[config.mk]
export PLATFORM = sky130hd
export DESIGN_NAME = vdp18_bus_seq
export DESIGN_NICKNAME = d
export VERILOG_FILES = /design/src/rtl/vdp18_pkg.sv /design/src/rtl/vdp18_bus_fifo.sv /design/src/rtl/vdp18_bus_seq.sv
export SDC_FILE = /design/constraint.sdc
export NUM_CORES = 1
export LEC_CHECK = 0
export ABC_AREA = 0
export CORE_AREA = 4 4 108 79
export DETAILED_ROUTE_END_ITERATION = 12
export DIE_AREA = 0 0 112 83
export PLACE_DENSITY = 0.63
export SYNTH_ARGS = -nofsm -noshare
export SYNTH_HDL_FRONTEND = slang
export SYNTH_SLANG_ARGS = --single-unit
[constraint.sdc]
create_clock -name clk_i -period 5.7 [get_ports clk_i]
set_input_delay 0.57 -clock clk_i [delete_from_list [all_inputs] [get_ports clk_i]]
set_output_delay 0.57 -clock clk_i [all_outputs]
set_load 0.01 [all_outputs]
[src/rtl/vdp18_pkg.sv]
// Shared types for the VDP18 host bus sequencer.
// Access states and the queued host request bundle.
package vdp18_pkg;

  typedef enum logic [2:0] {
    IDLE,
    SETUP,
    STROBE,
    HOLD,
    GAP
  } seq_state_t;

  typedef struct packed {
    logic       wr;
    logic       mode;
    logic [7:0] data;
  } bus_req_t;

endpackage

[src/rtl/vdp18_bus_fifo.sv]
// Synchronous request FIFO for the VDP18 bus sequencer.
// Power-of-two depth; pushes while full and pops while empty are dropped.
module vdp18_bus_fifo
  import vdp18_pkg::*;
#(
  parameter int DEPTH = 4
) (
  input  logic     clk,
  input  logic     reset,
  input  logic     push,
  input  bus_req_t wdata,
  input  logic     pop,
  output bus_req_t rdata,
  output logic     full,
  output logic     empty
);

  localparam int AW = $clog2(DEPTH);
  localparam logic [AW:0] CNT_FULL = (AW + 1)'(DEPTH);

  bus_req_t      mem [DEPTH];
  logic [AW-1:0] wp;
  logic [AW-1:0] rp;
  logic [AW:0]   cnt;
  logic          do_push;
  logic          do_pop;

  assign full    = (cnt == CNT_FULL);
  assign empty   = (cnt == '0);
  assign do_push = push && !full;
  assign do_pop  = pop && !empty;
  assign rdata   = mem[rp];

  always_ff @(posedge clk) begin
    if (do_push) mem[wp] <= wdata;
  end

  always_ff @(posedge clk or posedge reset) begin
    if (reset) begin
      wp  <= '0;
      rp  <= '0;
      cnt <= '0;
    end else begin
      if (do_push) wp <= wp + 1'b1;
      if (do_pop) rp <= rp + 1'b1;
      unique case ({do_push, do_pop})
        2'b10:   cnt <= cnt + 1'b1;
        2'b01:   cnt <= cnt - 1'b1;
        default: ;
      endcase
    end
  end

endmodule

[src/rtl/vdp18_bus_seq.sv]
// Host-to-VDP18 bus sequencer: FIFO-fed csw_n/csr_n access timing.
// Define VDP18_BUS_SEQ_VRAM_PACE_EN for a separate data-port gap (DATA_GAP_TICKS).
module vdp18_bus_seq
  import vdp18_pkg::*;
#(
  parameter int FIFO_DEPTH   = 4,
  parameter int STROBE_TICKS = 4,
  parameter int GAP_TICKS    = 32
`ifdef VDP18_BUS_SEQ_VRAM_PACE_EN
  ,
  parameter int DATA_GAP_TICKS = 64
`endif
) (
  input  logic       clk_i,
  input  logic       reset_i,
  input  logic       clk_en_10m7_i,
  input  logic       req_valid_i,
  output logic       req_ready_o,
  input  logic       req_wr_i,
  input  logic       req_mode_i,
  input  logic [7:0] req_data_i,
  output logic       rsp_valid_o,
  output logic [7:0] rsp_data_o,
  output logic       busy_o,
  output logic       csw_n_o,
  output logic       csr_n_o,
  output logic       mode_o,
  output logic [7:0] cd_o,
  input  logic [7:0] cd_i
);

  localparam logic [7:0] STROBE_LD = 8'(STROBE_TICKS - 1);
  localparam logic [7:0] GAP_LD    = 8'(GAP_TICKS - 1);

  seq_state_t state, state_n;
  logic [7:0] cnt, cnt_n;
  logic       wr_q, wr_n;
  logic       mode_q, mode_n;
  logic [7:0] cd_q, cd_n;
  logic       rsp_valid_q, rsp_valid_n;
  logic [7:0] rsp_data_q, rsp_data_n;
  logic [7:0] gap_ld;
  logic       pop;
  logic       full;
  logic       empty;
  bus_req_t   head;
  bus_req_t   wreq;

  assign wreq = '{wr: req_wr_i, mode: req_mode_i, data: req_data_i};

  vdp18_bus_fifo #(
    .DEPTH(FIFO_DEPTH)
  ) u_fifo (
    .clk  (clk_i),
    .reset(reset_i),
    .push (req_valid_i),
    .wdata(wreq),
    .pop  (pop),
    .rdata(head),
    .full (full),
    .empty(empty)
  );

`ifdef VDP18_BUS_SEQ_VRAM_PACE_EN
  localparam logic [7:0] DATA_LD = 8'(DATA_GAP_TICKS - 1);
  assign gap_ld = mode_q ? GAP_LD : DATA_LD;
`else
  assign gap_ld = GAP_LD;
`endif

  // Counters load N-1 on entry so the exit tick is the N-th one.
  always_comb begin
    state_n     = state;
    cnt_n       = cnt;
    pop         = 1'b0;
    wr_n        = wr_q;
    mode_n      = mode_q;
    cd_n        = cd_q;
    rsp_valid_n = 1'b0;
    rsp_data_n  = rsp_data_q;
    unique case (state)
      IDLE: begin
        if (!empty) begin
          pop     = 1'b1;
          wr_n    = head.wr;
          mode_n  = head.mode;
          cd_n    = head.data;
          state_n = SETUP;
        end
      end
      SETUP: begin
        if (clk_en_10m7_i) begin
          state_n = STROBE;
          cnt_n   = STROBE_LD;
        end
      end
      STROBE: begin
        if (clk_en_10m7_i) begin
          if (cnt == 8'd0) begin
            state_n = HOLD;
            if (!wr_q) begin
              rsp_valid_n = 1'b1;
              rsp_data_n  = cd_i;
            end
          end else begin
            cnt_n = cnt - 8'd1;
          end
        end
      end
      HOLD: begin
        if (clk_en_10m7_i) begin
          state_n = GAP;
          cnt_n   = gap_ld;
        end
      end
      GAP: begin
        if (clk_en_10m7_i) begin
          if (cnt == 8'd0) state_n = IDLE;
          else cnt_n = cnt - 8'd1;
        end
      end
      default: state_n = IDLE;
    endcase
  end

  always_ff @(posedge clk_i or posedge reset_i) begin
    if (reset_i) begin
      state       <= IDLE;
      cnt         <= '0;
      wr_q        <= 1'b0;
      mode_q      <= 1'b0;
      cd_q        <= '0;
      rsp_valid_q <= 1'b0;
      rsp_data_q  <= '0;
    end else begin
      state       <= state_n;
      cnt         <= cnt_n;
      wr_q        <= wr_n;
      mode_q      <= mode_n;
      cd_q        <= cd_n;
      rsp_valid_q <= rsp_valid_n;
      rsp_data_q  <= rsp_data_n;
    end
  end

  // Strobes decode from state only, so they can never overlap.
  assign csw_n_o     = reset_i | ~((state == STROBE) & wr_q);
  assign csr_n_o     = reset_i | ~((state == STROBE) & ~wr_q);
  assign mode_o      = mode_q;
  assign cd_o        = cd_q;
  assign rsp_valid_o = rsp_valid_q;
  assign rsp_data_o  = rsp_data_q;
  assign req_ready_o = ~full;
  assign busy_o      = (state != IDLE) | ~empty;

endmodule

==> flow_metrics.tcl, run 1 <==
set metrics [dict create \
    status "finished, final reports clean" \
    io_pins 44 \
    rsz0062_at_grt "no" \
    grt_usage_pct 13.27 \
    core_area_um2 7601 \
    port_buffers 43 \
    cts.hold.buffers_added 0 \
    routed_wl_um 5786 \
    critPathKind "reg -> out" \
    synthFlopType "edfxtp_1" \
    drv_cap 0 \
    worstSetupStartpointType "flop" \
    cp_max_fo 7 \
    numCtsBuffers 9 \
    powerDensity_nw_per_um2 494.1 \
    final_layout_size_suffix_gt1_share_pct 21.29 \
    crit_path_max_incr_delay_ns 0.48 \
    cp.arrival_ns 1.85 \
    yosys_warnings 0 \
    relSlewSlack_pct 51.23 \
    post-route-period-util_pct 42.44 \
    clkLatencyLatePin_ns 0.34 \
    clkTransAtPathRegs_ns 0.07 \
    post-cts-setup-buffers 0 \
    clock-sinks 77 \
    ant_nets 0 \
    fp.dieH_um 83 \
    drtPass1Iterations 4 \
    antenna_found_initial 0 \
    cp_slowest_cell "clkdlybuf4s50_1" \
    die-area_um2 9296 \
    start_util_pct 43.39 \
    max-vdd-ir-drop_mv 0.2445 \
    cts_buffer_depth 2 \
    power_leakage_nw 1.565 \
    grt_pass1_vias 1887 \
    finalClockSkew_ns 0.007830 \
    fin_crit_ns 2.419 \
    synth_edf_count 40 \
    hold_slack_ns 0.5064 \
    slew_violations 0 \
    synth-seq-area-share_pct 64.49 \
    fin_nets 287 \
    end_kind "output port" \
    antennaDiodeCount 0 \
    ys_seq_elements 77 \
    ctsResizeCount 0 \
    avgSynthCellArea_um2 15.78 \
    synth.distinct_cells 49 \
    drc_errors 0 \
    cp.required_ns 5.13 \
    via_count 1823 \
    viasPerCell 5.008 \
    synth_cells 209 \
    drt-initial-drc-count 56 \
    grt_pass1_wl_um 9694 \
    h-tree-depth 3 \
    gp_congestion 0.7648 \
    max_freq_mhz 413.4 \
    cts_root_buf "clkbuf_8" \
    wl_per_cell_um 15.90 \
    finalSetupViolations 0 \
    grt_overflow 0 \
    cp_cell_sequence "nand2b_2, nor3_1, nand2_1, clkdlybuf4s50_1" \
    die_x_um 112 \
    layout_common_cells "clkdlybuf4s50_1, edfxtp_1, dfrtp_1, mux2_2, nand2_1" \
    grt_max_degree 24 \
    hpwl_um 3972 \
    std_cell_rows 27 \
    hold_viol_final 0 \
    fin_setup_tns_ns 0 \
    hold_path_class "reg -> reg" \
    area_growth_pct 22.50 \
    worstMarginPinSlew_ns 0.7316 \
    mostFrequentLayoutCell "clkdlybuf4s50_1" \
    syn_nets 238 \
    syn-cell-area_um2 3298 \
    cts_tree "yes" \
    ys_async_sr_fraction_pct 48.05 \
]
## logic make-up after synthesis
kind of cell	share of synthesized area, %
compound gates	5.767
xor+xnor	2.125
fa+ha+maj	2.883
buf+inv	2.048
flops	64.49
mux	14.42
simple gates	8.270
## routing by layer
layer | track usage [%] | part of all wire, % | up-vias
met5 | 0 | 0 | -
met4 | 5.240 | 1.5 | 0
met3 | 3.423 | 3.5 | 9
met2 | 19.97 | 47 | 35
met1 | 18.51 | 48 | 898
li1 | - | - | 881
## path summary, 6_finish.rpt
check,from,endpoint,slack (ns),cells past startpoint
max in group asynchronous,reset_i,cd_o[5],4.33,3
min in group asynchronous,reset_i,cnt[7],0.63,2
max reg2reg,state[0],u_fifo.cnt[1],3.46,6
max,state[2],csw_n_o,3.28,4
min reg2reg,cd_o[0],cd_o[0],0.51,1
min,cd_o[0],cd_o[0],0.51,1
## synthesized netlist by cell type (3+ instances only)
cell | count | share of area, %
and3_1 | 4 | 0.76
ha_1 | 6 | 2.3
edfxtp_1 | 40 | 36
xor2_1 | 3 | 0.80
mux2_2 | 20 | 6.8
a21oi_1 | 4 | 0.61
nor3_1 | 5 | 0.76
buf_2 | 3 | 0.46
mux4_2 | 10 | 6.8
o21ai_0 | 5 | 0.76
inv_1 | 8 | 0.91
nor2_1 | 6 | 0.68
dfrtp_1 | 37 | 28
xnor2_1 | 5 | 1.3
nand2_1 | 12 | 1.4
clkbuf_1 | 3 | 0.34
## registers in the layout, summed over array words and instances, names as in the netlist
register     flops
rsp_data_o       8
u_fifo.cnt       3
wr_q             1
u_fifo.wp        2
state            3
mode_o           1
cd_o             8
u_fifo.mem      40
cnt              8
rsp_valid_o      1
u_fifo.rp        2
## power breakdown
group	internal, W	switching (W)	total [W]
combinational	0.000375	0.000288	0.000663
sequential	0.000752	0.000152	0.000904
clock	0.000245	0.000185	0.000430
## final cells by class
class                      count  area, um2
fill                         638       3561
sequential                    77       2127
multi-input combinational    117       1104
timing repair buffer          45      445.4
clock buffer                  11      131.4
tap                          101      126.4
clock inverter                 5      76.32
inverter                       8      30.03
## metrics by stage
stage                     instance area (um2)  util [%]  std cells  setup slack [ns]  power (W)
after floorplan                          3298         -        209             3.532   0.001366
after global placement                   3832     50.42        348             3.351   0.001579
after detailed placement                 3832     50.42        348             3.284   0.001591
after CTS                                4040     53.15        364             3.246   0.002025
after global routing                     4040     53.15        364             3.151   0.002128
final                                    4040     53.15        364             3.281   0.001996
## critical path, delay by kind of cell, from the launching register on
family                 cells  cell delay [ns]
buffers and inverters      1             0.48
flip-flops                 1             0.45
AND/OR/NAND/NOR            3             0.58
No activity file was read; power rests on OpenSTA's default activity.
==> run 2: changes to the inputs <==
PLACE_DENSITY = 0.66   (was 0.63)
clock period = 2.1 ns   (was 5.7 ns; I/O delays follow)
==> run 2 against run 1 <==
Against the previous run: combinational power grew to 3.1 times the previous value; non-clock buffer count is 9 higher; count of clock-buffer cells in the layout is 1 higher; final cell count is 2.5% higher; critical path type is now reg -> reg.
==> flow_metrics.tcl, run 2 (synthesized netlist as in run 1, its figures left out) <==
set metrics [dict create \
    status "finished, final reports clean" \
    ant_nets 0 \
    die-area_um2 9296 \
    std_cell_rows 27 \
    cp.arrival_ns 2.25 \
    grt_max_degree 28 \
    fin_setup_tns_ns 0 \
    clkTransAtPathRegs_ns 0.08 \
    die_x_um 112 \
    largest_reg_flops 40 \
    hold_viol_final 0 \
    h-tree-depth 3 \
    slew_violations 0 \
    port_buffers 43 \
    worstMarginPinSlew_ns 0.5424 \
    cts_tree "yes" \
    clkLatencyLatePin_ns 0.34 \
    wl_per_cell_um 15.71 \
    finalClockSkew_ns 0.01074 \
    core_area_um2 7601 \
    numCtsBuffers 9 \
    gp_congestion 0.8044 \
    drv_cap 0 \
    relSlewSlack_pct 63.84 \
    antenna_found_initial 0 \
    post-cts-setup-buffers 0 \
    hold_path_class "in -> async" \
    cp_max_fo 8 \
    ff_latch_area_um2 2128 \
    grt_pass1_wl_um 9597 \
    io_pins 44 \
    finalSetupViolations 0 \
    powerDensity_nw_per_um2 1322 \
    viasPerCell 5.051 \
    largest-register "u_fifo.mem" \
    drt-initial-drc-count 77 \
    grt_usage_pct 13.14 \
    via_count 1884 \
    final_layout_size_suffix_gt1_share_pct 26.10 \
    cts_buffer_depth 2 \
    drtPass1Iterations 4 \
    antennaDiodeCount 0 \
    end_kind "flop" \
    cp.required_ns 2.33 \
    power_leakage_nw 1.613 \
    max-vdd-ir-drop_mv 0.7071 \
    grt_overflow 0 \
    cts_root_buf "clkbuf_8" \
    area_growth_pct 24.96 \
    fin_nets 296 \
    critPathKind "reg -> reg" \
    totalPowerFinal_w 0.005448 \
    worstSetupStartpointType "flop" \
    multi_input_area_um2 1127 \
    post-route-period-util_pct 96.19 \
    rsz0062_at_grt "no" \
    fillers 647 \
    fp.dieH_um 83 \
    max_freq_mhz 495.1 \
    start_util_pct 43.39 \
    mostFrequentLayoutCell "clkdlybuf4s50_1" \
    drc_errors 0 \
    routed_wl_um 5861 \
    layout_common_cells "clkdlybuf4s50_1, edfxtp_1, dfrtp_1, mux2_2, nand2_1" \
    fin_crit_ns 2.020 \
    hpwl_um 4109 \
    clock-sinks 77 \
    grt_pass1_vias 1899 \
]
## run 2: layout make-up
cell class | count | area share (%)
inverters | 8 | 0.7286
multi-input cells | 117 | 27.35
flip-flops and latches | 77 | 51.64
clock inverters | 4 | 0.6982
clock buffers | 12 | 3.764
repair buffers | 54 | 12.75
well taps | 101 | 3.066
## run 2: timing repair
item	4_1_cts	5_1_grt
endpoints found under the setup margin	2	4
resized for setup	1	4
hold buffers	0	0
## run 2: routing by layer
layer,share of wire [%],global-route usage (%)
met2,48,20.73
met1,46,17.40
met3,4.6,3.714
met4,1.5,4.913
met5,0,0
## run 2: final timing paths
kind	start	end	slack (ns)	depth (start not counted)
max in group asynchronous	reset_i	u_fifo.cnt[0]	1.30	3
setup reg to reg	cnt[0]	cnt[1]	0.08	6
min in group clk_i	cd_i[6]	rsp_data_o[6]	0.47	2
hold reg to reg	cd_o[3]	cd_o[3]	0.51	1
setup / recovery	cnt[0]	cnt[1]	0.08	6
hold / removal	reset_i	cd_o[1]	0.27	2
## run 2: worst max-delay path, stage by stage, from the launching register on
cell and delay, ns:
dfrtp_1 0.42, inv_1 0.07, ha_1 0.20, or4b_4 0.55, o2bb2ai_4 0.23, a21boi_4 0.13
mux2_4 0.30
## run 2: metrics by stage
| step | area, um2 | util, % | worst slack (ns) | hold slack, ns | std cells |
|---|---|---|---|---|---|
| after floorplan | 3303 | - | 0.02954 | 0.3089 | 209 |
| after global placement | 3915 | 51.51 | 0.1629 | 0.4883 | 357 |
| after detailed placement | 3915 | 51.51 | 0.1121 | 0.4914 | 357 |
| after CTS | 4104 | 53.99 | 0.02818 | 0.2483 | 373 |
| after global routing | 4121 | 54.22 | 0.01177 | 0.3048 | 373 |
| final | 4121 | 54.22 | 0.08001 | 0.2734 | 373 |
## run 2: power breakdown
| part | total, W | switching, W | internal, W |
|---|---|---|---|
| clock network | 0.00103 | 0.000527 | 0.000500 |
| registers | 0.00236 | 0.000318 | 0.00204 |
| logic | 0.00206 | 0.000928 | 0.00113 |
